[config.mk]
export PLATFORM = sky130hd
export DESIGN_NAME = spi_slave_cmd_seq_flat
export DESIGN_NICKNAME = d
export VERILOG_FILES = /design/src/rtl/spi_slave_cmd_seq_if.sv /design/src/rtl/spi_slave_cmd_seq.sv /design/src/flat_wrapper.sv
export SDC_FILE = /design/constraint.sdc
export NUM_CORES = 1
export LEC_CHECK = 0
export ABC_CLOCK_PERIOD_IN_PS = 3500
export BUFFER_PORTS_ARGS = -buffer_cell sky130_fd_sc_hd__buf_2
export CAP_MARGIN = 10
export CORE_MARGIN = 5
export CORE_UTILIZATION = 57
export CTS_CLUSTER_SIZE = 20
export DETAILED_ROUTE_END_ITERATION = 6
export GPL_TIMING_DRIVEN = 0
export HOLD_SLACK_MARGIN = 0.06
export PLACE_DENSITY = 0.85
export SLEW_MARGIN = 20
export SYNTH_ARGS = -nofsm -noshare
export SYNTH_HDL_FRONTEND = slang
export SYNTH_SLANG_ARGS = --single-unit
export TNS_END_PERCENT = 5
[constraint.sdc]
create_clock -name sclk -period 3.5 [get_ports sclk]
set_clock_uncertainty 0.2 [all_clocks]
set_input_delay 0.35 -clock sclk [delete_from_list [all_inputs] [get_ports sclk]]
set_output_delay 0.35 -clock sclk [all_outputs]
set_load 0.02 [all_outputs]
[src/rtl/spi_slave_cmd_seq_if.sv]
// Bus bundle between the SPI command sequencer, the RX/TX shifters and the
// register file / AXI bridge side. The sequencer uses the slave view.
interface spi_slave_cmd_seq_if #(
  parameter int ADDR_WIDTH = 32,
  parameter int DATA_WIDTH = 32,
  parameter int NUM_REGS   = 4
);
  localparam int RSW = (NUM_REGS > 1) ? $clog2(NUM_REGS) : 1;

  logic                  cs;
  logic                  sdi;
  logic                  sdo;
  logic [7:0]            dummy_cycles;
  logic [DATA_WIDTH-1:0] tx_data;
  logic [7:0]            cmd;
  logic [ADDR_WIDTH-1:0] addr;
  logic [DATA_WIDTH-1:0] rx_data;
  logic                  rx_valid;
  logic                  tx_req;
  logic                  reg_we;
  logic                  reg_re;
  logic                  mem_we;
  logic                  mem_re;
  logic [RSW-1:0]        reg_sel;
  logic                  error;

  modport slave (
    input  cs, sdi, dummy_cycles, tx_data,
    output sdo, cmd, addr, rx_data, rx_valid, tx_req,
           reg_we, reg_re, mem_we, mem_re, reg_sel, error
  );

  modport master (
    output cs, sdi, dummy_cycles, tx_data,
    input  sdo, cmd, addr, rx_data, rx_valid, tx_req,
           reg_we, reg_re, mem_we, mem_re, reg_sel, error
  );
endinterface

[src/rtl/spi_slave_cmd_seq.sv]
// SPI slave command sequencer: shifts in the command byte, decodes it and
// walks the transaction through address, dummy and data phases, issuing
// per-word strobes with address auto-increment for memory bursts.
module spi_slave_cmd_seq #(
  parameter int ADDR_WIDTH = 32,
  parameter int DATA_WIDTH = 32,
  parameter int NUM_REGS   = 4
) (
  input logic                sclk,
  input logic                sys_rstn,
  spi_slave_cmd_seq_if.slave bus
);
  localparam int RSW  = (NUM_REGS > 1) ? $clog2(NUM_REGS) : 1;
  // One input shifter serves command, address and RX data phases.
  localparam int SW   = (ADDR_WIDTH > DATA_WIDTH) ? ADDR_WIDTH : DATA_WIDTH;
  // Counter must hold the longest phase, including 255 dummy bits.
  localparam int CMAX = (SW > 256) ? SW : 256;
  localparam int CW   = $clog2(CMAX);

  localparam logic [ADDR_WIDTH-1:0] ADDR_STEP = ADDR_WIDTH'(DATA_WIDTH / 8);
  localparam logic [CW-1:0]         CNT_CMD   = CW'(7);
  localparam logic [CW-1:0]         CNT_ADDR  = CW'(ADDR_WIDTH - 1);
  localparam logic [CW-1:0]         CNT_DATA  = CW'(DATA_WIDTH - 1);

  typedef enum logic [2:0] {
    S_CMD, S_ADDR, S_DUMMY, S_RX, S_TX, S_DONE, S_ERR
  } state_t;

  typedef enum logic [1:0] {K_ILL, K_REGW, K_REGR, K_MEM} kind_t;

  state_t                state_reg, state_next;
  logic [CW-1:0]         cnt_reg, cnt_next;
  logic [SW-2:0]         sh_reg, sh_next;
  logic [DATA_WIDTH-1:0] tx_sh_reg, tx_sh_next;
  logic [7:0]            cmd_reg, cmd_next;
  logic [ADDR_WIDTH-1:0] addr_reg, addr_next;
  logic [DATA_WIDTH-1:0] rx_data_reg, rx_data_next;
  logic                  rx_valid_reg, rx_valid_next;
  logic                  reg_we_reg, reg_we_next;
  logic                  mem_we_reg, mem_we_next;
  logic [RSW-1:0]        reg_sel_reg, reg_sel_next;
  logic                  error_reg, error_next;

  logic [SW-1:0]         in_word;
  logic                  last_bit;
  logic                  mem_mode;
  kind_t                 dec_kind;
  logic [3:0]            dec_idx;
  logic                  tx_req_c, reg_re_c, mem_re_c;
  logic [ADDR_WIDTH-1:0] addr_out;
  logic [RSW-1:0]        reg_sel_out;

  // Word as it will look after this edge: lets the last bit of a phase be used directly.
  assign in_word  = {sh_reg, bus.sdi};
  assign last_bit = (cnt_reg == '0);
  assign mem_mode = (cmd_reg == 8'h02) || (cmd_reg == 8'h03) || (cmd_reg == 8'h0B);

  // Command decoder over the byte completed by the current sdi bit.
  always_comb begin
    dec_kind = K_ILL;
    dec_idx  = 4'd0;
    case (in_word[7:0])
      8'h01: begin dec_kind = K_REGW; dec_idx = 4'd0; end
      8'h11: begin dec_kind = K_REGW; dec_idx = 4'd1; end
      8'h20: begin dec_kind = K_REGW; dec_idx = 4'd2; end
      8'h30: begin dec_kind = K_REGW; dec_idx = 4'd3; end
      8'h05: begin dec_kind = K_REGR; dec_idx = 4'd0; end
      8'h07: begin dec_kind = K_REGR; dec_idx = 4'd1; end
      8'h21: begin dec_kind = K_REGR; dec_idx = 4'd2; end
      8'h31: begin dec_kind = K_REGR; dec_idx = 4'd3; end
      8'h02, 8'h03, 8'h0B: dec_kind = K_MEM;
      default: begin
        if (in_word[7:4] == 4'h4) begin
          dec_kind = K_REGW;
          dec_idx  = in_word[3:0];
        end else if (in_word[7:4] == 4'h8) begin
          dec_kind = K_REGR;
          dec_idx  = in_word[3:0];
        end
      end
    endcase
    if ((dec_kind == K_REGW || dec_kind == K_REGR) && (int'(dec_idx) >= NUM_REGS)) begin
      dec_kind = K_ILL;
    end
  end

  // Next-state, datapath updates and the early (final-bit) TX request strobes.
  always_comb begin
    state_next    = state_reg;
    cnt_next      = last_bit ? cnt_reg : cnt_reg - CW'(1);
    sh_next       = in_word[SW-2:0];
    tx_sh_next    = {tx_sh_reg[DATA_WIDTH-2:0], 1'b0};
    cmd_next      = cmd_reg;
    addr_next     = addr_reg;
    rx_data_next  = rx_data_reg;
    rx_valid_next = 1'b0;
    reg_we_next   = 1'b0;
    mem_we_next   = 1'b0;
    reg_sel_next  = reg_sel_reg;
    error_next    = error_reg;
    tx_req_c      = 1'b0;
    reg_re_c      = 1'b0;
    mem_re_c      = 1'b0;
    addr_out      = addr_reg;
    reg_sel_out   = reg_sel_reg;

    // Burst write: step the address once the accepted word has been strobed out.
    if (mem_we_reg) addr_next = addr_reg + ADDR_STEP;

    case (state_reg)
      S_CMD: begin
        if (last_bit) begin
          cmd_next = in_word[7:0];
          case (dec_kind)
            K_REGW: begin
              state_next   = S_RX;
              cnt_next     = CNT_DATA;
              reg_sel_next = dec_idx[RSW-1:0];
            end
            K_REGR: begin
              tx_req_c     = 1'b1;
              reg_re_c     = 1'b1;
              reg_sel_out  = dec_idx[RSW-1:0];
              reg_sel_next = dec_idx[RSW-1:0];
              tx_sh_next   = bus.tx_data;
              state_next   = S_TX;
              cnt_next     = CNT_DATA;
            end
            K_MEM: begin
              state_next = S_ADDR;
              cnt_next   = CNT_ADDR;
            end
            default: begin
              state_next = S_ERR;
              error_next = 1'b1;
            end
          endcase
        end
      end
      S_ADDR: begin
        if (last_bit) begin
          // Present the completed address while any first-word request is up.
          addr_out  = in_word[ADDR_WIDTH-1:0];
          addr_next = in_word[ADDR_WIDTH-1:0];
          if (cmd_reg == 8'h02) begin
            state_next = S_RX;
            cnt_next   = CNT_DATA;
          end else if (cmd_reg == 8'h0B && bus.dummy_cycles != 8'd0) begin
            state_next = S_DUMMY;
            cnt_next   = CW'(bus.dummy_cycles) - CW'(1);
          end else begin
            tx_req_c   = 1'b1;
            mem_re_c   = 1'b1;
            tx_sh_next = bus.tx_data;
            addr_next  = in_word[ADDR_WIDTH-1:0] + ADDR_STEP;
            state_next = S_TX;
            cnt_next   = CNT_DATA;
          end
        end
      end
      S_DUMMY: begin
        if (last_bit) begin
          tx_req_c   = 1'b1;
          mem_re_c   = 1'b1;
          tx_sh_next = bus.tx_data;
          addr_next  = addr_reg + ADDR_STEP;
          state_next = S_TX;
          cnt_next   = CNT_DATA;
        end
      end
      S_RX: begin
        if (last_bit) begin
          rx_data_next  = in_word[DATA_WIDTH-1:0];
          rx_valid_next = 1'b1;
          if (mem_mode) begin
            mem_we_next = 1'b1;
            cnt_next    = CNT_DATA;
          end else begin
            reg_we_next = 1'b1;
            state_next  = S_DONE;
          end
        end
      end
      S_TX: begin
        if (last_bit) begin
          if (mem_mode) begin
            tx_req_c   = 1'b1;
            mem_re_c   = 1'b1;
            tx_sh_next = bus.tx_data;
            addr_next  = addr_reg + ADDR_STEP;
            cnt_next   = CNT_DATA;
          end else begin
            tx_sh_next = '0;
            state_next = S_DONE;
          end
        end
      end
      default: begin
        // DONE / ERR: park with a quiet line until the master deselects.
        sh_next    = sh_reg;
        tx_sh_next = '0;
      end
    endcase

    // Deselect wins over everything registered; a strobe already up still completes.
    if (bus.cs) begin
      state_next    = S_CMD;
      cnt_next      = CNT_CMD;
      sh_next       = '0;
      tx_sh_next    = '0;
      error_next    = 1'b0;
      cmd_next      = cmd_reg;
      addr_next     = addr_reg;
      rx_data_next  = rx_data_reg;
      reg_sel_next  = reg_sel_reg;
      rx_valid_next = 1'b0;
      reg_we_next   = 1'b0;
      mem_we_next   = 1'b0;
    end
  end

  // FSM state and phase bit counter.
  always_ff @(posedge sclk or negedge sys_rstn) begin
    if (!sys_rstn) begin
      state_reg <= S_CMD;
      cnt_reg   <= CNT_CMD;
    end else begin
      state_reg <= state_next;
      cnt_reg   <= cnt_next;
    end
  end

  // Shifters, captured fields and registered RX strobes.
  always_ff @(posedge sclk or negedge sys_rstn) begin
    if (!sys_rstn) begin
      sh_reg       <= '0;
      tx_sh_reg    <= '0;
      cmd_reg      <= '0;
      addr_reg     <= '0;
      rx_data_reg  <= '0;
      rx_valid_reg <= 1'b0;
      reg_we_reg   <= 1'b0;
      mem_we_reg   <= 1'b0;
      reg_sel_reg  <= '0;
      error_reg    <= 1'b0;
    end else begin
      sh_reg       <= sh_next;
      tx_sh_reg    <= tx_sh_next;
      cmd_reg      <= cmd_next;
      addr_reg     <= addr_next;
      rx_data_reg  <= rx_data_next;
      rx_valid_reg <= rx_valid_next;
      reg_we_reg   <= reg_we_next;
      mem_we_reg   <= mem_we_next;
      reg_sel_reg  <= reg_sel_next;
      error_reg    <= error_next;
    end
  end

  assign bus.sdo      = tx_sh_reg[DATA_WIDTH-1];
  assign bus.cmd      = cmd_reg;
  assign bus.addr     = addr_out;
  assign bus.rx_data  = rx_data_reg;
  assign bus.rx_valid = rx_valid_reg;
  assign bus.tx_req   = tx_req_c;
  assign bus.reg_we   = reg_we_reg;
  assign bus.reg_re   = reg_re_c;
  assign bus.mem_we   = mem_we_reg;
  assign bus.mem_re   = mem_re_c;
  assign bus.reg_sel  = reg_sel_out;
  assign bus.error    = error_reg;
endmodule

[src/flat_wrapper.sv]
// flat-port wrapper written by rule: the top's interface ports become plain ports
module spi_slave_cmd_seq_flat 
#(
  parameter int ADDR_WIDTH = 32,
  parameter int DATA_WIDTH = 32,
  parameter int NUM_REGS   = 4
)
  (sclk, sys_rstn, bus_cs, bus_sdi, bus_dummy_cycles, bus_tx_data, bus_sdo, bus_cmd, bus_addr, bus_rx_data, bus_rx_valid, bus_tx_req, bus_reg_we, bus_reg_re, bus_mem_we, bus_mem_re, bus_reg_sel, bus_error);
  spi_slave_cmd_seq_if #(.ADDR_WIDTH(ADDR_WIDTH), .DATA_WIDTH(DATA_WIDTH), .NUM_REGS(NUM_REGS)) bus_i ();
  input logic sclk;
  input logic sys_rstn;
  input wire logic [$bits(bus_i.cs)-1:0] bus_cs;
  input wire logic [$bits(bus_i.sdi)-1:0] bus_sdi;
  input wire logic [$bits(bus_i.dummy_cycles)-1:0] bus_dummy_cycles;
  input wire logic [$bits(bus_i.tx_data)-1:0] bus_tx_data;
  output wire logic [$bits(bus_i.sdo)-1:0] bus_sdo;
  output wire logic [$bits(bus_i.cmd)-1:0] bus_cmd;
  output wire logic [$bits(bus_i.addr)-1:0] bus_addr;
  output wire logic [$bits(bus_i.rx_data)-1:0] bus_rx_data;
  output wire logic [$bits(bus_i.rx_valid)-1:0] bus_rx_valid;
  output wire logic [$bits(bus_i.tx_req)-1:0] bus_tx_req;
  output wire logic [$bits(bus_i.reg_we)-1:0] bus_reg_we;
  output wire logic [$bits(bus_i.reg_re)-1:0] bus_reg_re;
  output wire logic [$bits(bus_i.mem_we)-1:0] bus_mem_we;
  output wire logic [$bits(bus_i.mem_re)-1:0] bus_mem_re;
  output wire logic [$bits(bus_i.reg_sel)-1:0] bus_reg_sel;
  output wire logic [$bits(bus_i.error)-1:0] bus_error;
  assign bus_i.cs = bus_cs;
  assign bus_i.sdi = bus_sdi;
  assign bus_i.dummy_cycles = bus_dummy_cycles;
  assign bus_i.tx_data = bus_tx_data;
  assign bus_sdo = bus_i.sdo;
  assign bus_cmd = bus_i.cmd;
  assign bus_addr = bus_i.addr;
  assign bus_rx_data = bus_i.rx_data;
  assign bus_rx_valid = bus_i.rx_valid;
  assign bus_tx_req = bus_i.tx_req;
  assign bus_reg_we = bus_i.reg_we;
  assign bus_reg_re = bus_i.reg_re;
  assign bus_mem_we = bus_i.mem_we;
  assign bus_mem_re = bus_i.mem_re;
  assign bus_reg_sel = bus_i.reg_sel;
  assign bus_error = bus_i.error;
  spi_slave_cmd_seq #(.ADDR_WIDTH(ADDR_WIDTH), .DATA_WIDTH(DATA_WIDTH), .NUM_REGS(NUM_REGS)) u_core (.sclk(sclk), .sys_rstn(sys_rstn), .bus(bus_i));
endmodule
* Word-level counts from Yosys, hierarchy flattened
Cells that the tools add are included.
** Word-level totals
- Bits in registers :: 152
- Bits of input ports :: 44
- Word-level logic and storage cells :: 153
** Cells by class
- $add $sub $neg :: 4
- Magnitude comparators :: 1
- Equal/unequal tests :: 31
- Mux-type cells :: 76
- Bitwise logic cells :: 1
- Reduce and logical (&&, ||, !) cells :: 28
** Operators by type and width (count)
- $mux 32 :: 18
- $pmux 32 s5 :: 1
- $pmux 32 s3 :: 1
- $mux 8 :: 10
- $add 32x3->32 const B :: 2
- $mux 31 :: 2
- $eq 8x2->1 const B :: 4
- $eq 8x6->1 const B :: 4
- $pmux 8 s4 :: 1
- $mux 3 :: 8
- $mux 1 :: 21
- $eq 8x3->1 const B :: 2
- $eq 8x4->1 const B :: 2
- $pmux 4 s4 :: 1
- $sub 8x1->8 const B :: 2
- $mux 2 :: 6
- $pmux 3 s4 :: 1
- $reduce_or 2->1 :: 5
- $reduce_or 5->1 :: 2
- $ne 3x2->1 const B :: 3
- $pmux 3 s3 :: 1
- $reduce_and 3->1 :: 3
- $eq 8x1->1 const B :: 1
- $eq 8x5->1 const B :: 1
- 27 further kinds :: 39

* Longest topological paths before layout
- Depth after elaboration :: 14
- Mapped depth :: 14
- Gate-level depth less buffers :: 14

* Worst setup path after synthesis
No wires, ideal clock.
- Kind :: reg2reg
- Start point :: register u_core.sh_reg[1]
- End point :: register u_core.tx_sh_reg[1]
- Arrival :: 2.731 ns
- Data required time :: 3.234 ns
- Slack :: 0.503 ns
- Cell stages (with the launch flop) :: 13
- Buffers on the path :: 1
- Period minus slack after synthesis :: 2.997 ns
- Cell sequence :: dfrtp_1 -> inv_1 -> ha_1 -> nor4b_1 -> a32o_1 -> o21ai_0 -> ha_1 -> or3_1 -> a21oi_1 -> a221oi_1 -> nor2_1 -> buf_2 -> a22o_1
** Between the ends
- Cells in the longest elaborated chain, start to end :: 12
** Ends and longest elaborated chain
- start: declaration :: line spi_slave_cmd_seq.sv:33 : logic [SW-2:0] sh_reg, sh_next;
- start signal: assignment :: line spi_slave_cmd_seq.sv:247 : sh_reg <= sh_next;
- parallel branches: the longest is 6 deep, another holds $ge 4x3->1
- $mux 2 (*) :: line spi_slave_cmd_seq.sv:82 : if ((dec_kind == K_REGW || dec_kind == K_REGR) && (int'(dec_idx) >= NUM_REGS)) begin
- $eq 2x2->1 (*) :: line spi_slave_cmd_seq.sv:114 : case (dec_kind)
- $mux 32 (*) :: line spi_slave_cmd_seq.sv:114
- $mux 32 (*) :: line spi_slave_cmd_seq.sv:112 : if (last_bit) begin
- $pmux 32 s5 (*) :: line spi_slave_cmd_seq.sv:110 : case (state_reg)
- $mux 32 (*) :: line spi_slave_cmd_seq.sv:206 : if (bus.cs) begin
- named net u_core.tx_sh_next[1] :: line spi_slave_cmd_seq.sv:34 : logic [DATA_WIDTH-1:0] tx_sh_reg, tx_sh_next;
- end signal: assignment :: line spi_slave_cmd_seq.sv:248 : tx_sh_reg <= tx_sh_next;
- end: declaration :: line spi_slave_cmd_seq.sv:34
Mark *: on every way through the listed nets, which the timed path passes.
A chain may end at the register's enable or synchronous reset.

* Worst setup path in the final report
- Start point :: register u_core.sh_reg[6]
- End point :: output port bus_reg_sel[0]
** Between the ends
- Cells in the longest elaborated chain, start to end :: 12
** Ends and longest elaborated chain
- parallel branches: the longest is 9 deep, another holds $ge 4x3->1
- $mux 2 (*) :: line spi_slave_cmd_seq.sv:114
- $mux 2 (*) :: line spi_slave_cmd_seq.sv:112
- $mux 2 (*) :: line spi_slave_cmd_seq.sv:110
- end: declaration :: line flat_wrapper.sv:26 : output wire logic [$bits(bus_i.reg_sel)-1:0] bus_reg_sel;
Mark *: on every way between the ends.

==> metrics <==
Setup CP Type flip-flop to primary output; Mapped Cells 906; number of nets produced by synthesis 961; flop2flop setup slack 0.12 ns; mean routed wirelength per cell 21.25 µm; VDD IR max 0.4195 mV; startpoint of the lowest-slack hold path bus_dummy_cycles[0]; gr ovfl total 0; Final Cell Area 10450 µm²; post-placement worst setup slack -0.3236 ns; utilization of the core after routing 71.36%; via/cell ratio 6.444; final wirelength 27330 µm; Root Driver sky130_fd_sc_hd__clkbuf_16; Worst Hold Margin 0.1146 ns; CTS max path bufs 2; top library cells by usage in the layout, fill and taps aside 147 x sky130_fd_sc_hd__dfrtp_1, 135 x sky130_fd_sc_hd__nand2_1, 132 x sky130_fd_sc_hd__buf_2; flip-flop and latch count after synthesis 152; total via count after detailed routing 8287; antenna violations before repair 1; Async SR Flop Fraction 100.0%; sequential fraction of the synthesis area 44.53%; FF-to-FF path depth 7; std cell rows 44; status finished with violations; final hold viol count 0; filler cell count in the final layout 1104; setup repair after global routing missed its margin yes; final setup margin -0.03169 ns; die area 17550 µm²; maximum number of pins on one net before global-route repair 101; core area 14640 µm²; number of nets still failing antenna checks after routing 0; Port-buffer cells 123; type of element capturing the critical path primary output; worst hold path cell count 3; sum of internal, switching and leakage power 3.967 mW; Chip Height 132.5 µm; clock tree from TritonCTS done; Placer Congestion 0.9491; post-synthesis area per instance 9.436 µm²; x dimension of the die 132.5 µm; number of violations reported at the end of detailed-routing iteration 0 966; final setup fails 1; commonest non-fill, non-tap cell in the layout sky130_fd_sc_hd__dfrtp_1; yosys synthesis warning count 0; portion of the clock cycle consumed by the worst path in the final layout 100.9%; number of DRC violations after detailed routing 0; boundary pin count 126; count of maximum capacitance violations 0; Static Leakage 4.732 nW; first-pass GRT wire length 43110 µm; Sink Count 152; number of H-tree levels 4; final setup TNS -0.03169 ns; layout overhead on the synthesized area 22.23%; Final #Nets 1143; clock-pin slew on the worst setup and hold paths 0.06 ns; kind of path behind the tightest hold check input pin to flip-flop; global-route total usage across every layer 30.76%; drt first pass iters 6; CP required 2.95 ns; post-layout minimum cycle time 3.532 ns; reg2reg start u_core.state_reg[1]; count of placed standard cells including taps 1214; total power divided by cell area 379.7 nW/µm²; Worst slew margin 25.59%; count of distinct cell types in the synthesized netlist 76; detailed placement HPWL 18160 µm; Worst-Skew Late Latency 0.44 ns; Slew Viols, Final 0; type of element launching the critical path flip-flop; most frequently used flop master after synthesis sky130_fd_sc_hd__dfrtp_1; total clock buffers created by CTS 17; cell area after technology mapping 8549 µm²; multi-input combinational cell area 4425 µm²; vias in the first global route 7938; Least-Margin Pin Slew 1.102 ns; fraction of final layout cells sized beyond drive strength 1 25.16%; arrival time at the worst endpoint 2.98 ns; starting density of the core 58.38%; worst hold endpoint u_core.cnt_reg[0]; area post-placement 9433 µm²; EDFF count, synth 0; post-route non-filler standard cell count 1286; violations in the final reports negative setup slack; top fanout value on the critical path 10; endpoint of the worst register-to-register path u_core.addr_reg[5]; sequential cell area 3810 µm²; upper clock frequency limit 0.2832 GHz
==> cells in the mapped netlist (3+ instances only) <==
cell type | number | area, µm²
sky130_fd_sc_hd__inv_1 | 16 | 60.06
sky130_fd_sc_hd__nand2_1 | 136 | 510.5
sky130_fd_sc_hd__or3_1 | 11 | 68.82
sky130_fd_sc_hd__xor2_1 | 19 | 166.4
sky130_fd_sc_hd__o31ai_1 | 3 | 22.52
sky130_fd_sc_hd__buf_4 | 4 | 30.03
sky130_fd_sc_hd__nor3b_1 | 4 | 30.03
sky130_fd_sc_hd__a21oi_1 | 58 | 290.3
sky130_fd_sc_hd__o21ai_1 | 3 | 15.01
sky130_fd_sc_hd__o211ai_1 | 8 | 60.06
sky130_fd_sc_hd__a22o_1 | 33 | 289.0
sky130_fd_sc_hd__nor4_1 | 7 | 43.79
sky130_fd_sc_hd__ha_1 | 11 | 137.6
sky130_fd_sc_hd__nor2_1 | 39 | 146.4
sky130_fd_sc_hd__nand2b_1 | 3 | 18.77
sky130_fd_sc_hd__dfstp_2 | 3 | 78.83
sky130_fd_sc_hd__xnor2_1 | 20 | 175.2
sky130_fd_sc_hd__a211oi_1 | 6 | 45.04
sky130_fd_sc_hd__o21ai_0 | 42 | 210.2
sky130_fd_sc_hd__nand3_1 | 35 | 175.2
sky130_fd_sc_hd__a32oi_1 | 4 | 35.03
sky130_fd_sc_hd__nand4_1 | 22 | 137.6
sky130_fd_sc_hd__a31oi_1 | 10 | 62.56
sky130_fd_sc_hd__o221ai_1 | 4 | 35.03
sky130_fd_sc_hd__buf_2 | 12 | 60.06
sky130_fd_sc_hd__o22ai_1 | 10 | 62.56
sky130_fd_sc_hd__and2_1 | 8 | 50.05
sky130_fd_sc_hd__nor2b_1 | 4 | 25.02
sky130_fd_sc_hd__a41oi_1 | 4 | 35.03
sky130_fd_sc_hd__dfrtp_1 | 149 | 3729
sky130_fd_sc_hd__mux2_2 | 65 | 732.0
sky130_fd_sc_hd__buf_1 | 4 | 15.01
sky130_fd_sc_hd__clkbuf_1 | 47 | 176.4
sky130_fd_sc_hd__and3_1 | 16 | 100.1
sky130_fd_sc_hd__nor3_1 | 28 | 140.1
sky130_fd_sc_hd__or4_1 | 3 | 22.52
==> what timing repair did <==
item                       4_1_cts  5_1_grt
buffers inserted                 2        4
hold buffers                    33        0
gates resized for setup         13        3
pin swaps                        2        1
setup endpoints to repair       58       60
hold endpoints to repair        84        0
==> kinds of logic after synthesis <==
kind of cell / share of synthesized area, %
compound gates: 17.53
xor+xnor: 3.995
fa+ha+maj: 1.610
buf+inv: 4.083
flops: 44.53
mux: 8.561
simple gates: 19.68
==> critical path: stages (launching register included) <==
cell and delay [ns]:
sky130_fd_sc_hd__dfrtp_1 0.36, sky130_fd_sc_hd__clkbuf_1 0.40, sky130_fd_sc_hd__inv_1 0.19, sky130_fd_sc_hd__a32o_1 0.31
sky130_fd_sc_hd__o21ai_2 0.26, sky130_fd_sc_hd__ha_2 0.26, sky130_fd_sc_hd__nand3_2 0.14, sky130_fd_sc_hd__inv_1 0.13
sky130_fd_sc_hd__mux2_2 0.34, sky130_fd_sc_hd__buf_2 0.16
==> final cells by class <==
class / instances / share of cell area, %
Timing Repair Buffer: 163 / 9.842
Inverter: 18 / 0.6466
Multi-Input combinational cell: 669 / 42.35
Clock buffer: 18 / 4.203
Antenna cell: 1 / 0.02395
Buffer: 67 / 2.754
Sequential cell: 152 / 36.46
Tap cell: 184 / 2.203
Clock inverter: 14 / 1.521
==> power by group <==
group	leakage [nW]	switching, mW	total, mW	internal [mW]
Combinational	2.38	0.169	0.278	0.109
Sequential	2.05	0.0229	1.80	1.78
Clock	0.295	0.801	1.89	1.09
Total	4.73	0.993	3.97	2.97
==> routing by layer <==
layer,vias up,GRT usage (%),part of all wire [%]
met1,3988,41.57,41
met5,-,0,0
met3,95,6.720,9.4
met2,518,47.79,47
met4,0,13.86,3.5
li1,3686,-,-
==> worst max path at each step <==
stage,start,to,slack [ns],cells after the start
after floorplan,u_core.sh_reg[1],u_core.tx_sh_reg[1],0.50,12
after global placement,sys_rstn,u_core.bus.rx_data[16],-0.39,1
after detailed placement,u_core.sh_reg[1],u_core.tx_sh_reg[15],-0.32,12
after CTS,u_core.cnt_reg[1],bus_addr[14],-0.03,10
after global routing,u_core.sh_reg[1],bus_reg_sel[0],-0.12,12
final,u_core.sh_reg[6],bus_reg_sel[0],-0.03,9
(Power assumes the default switching activity.)
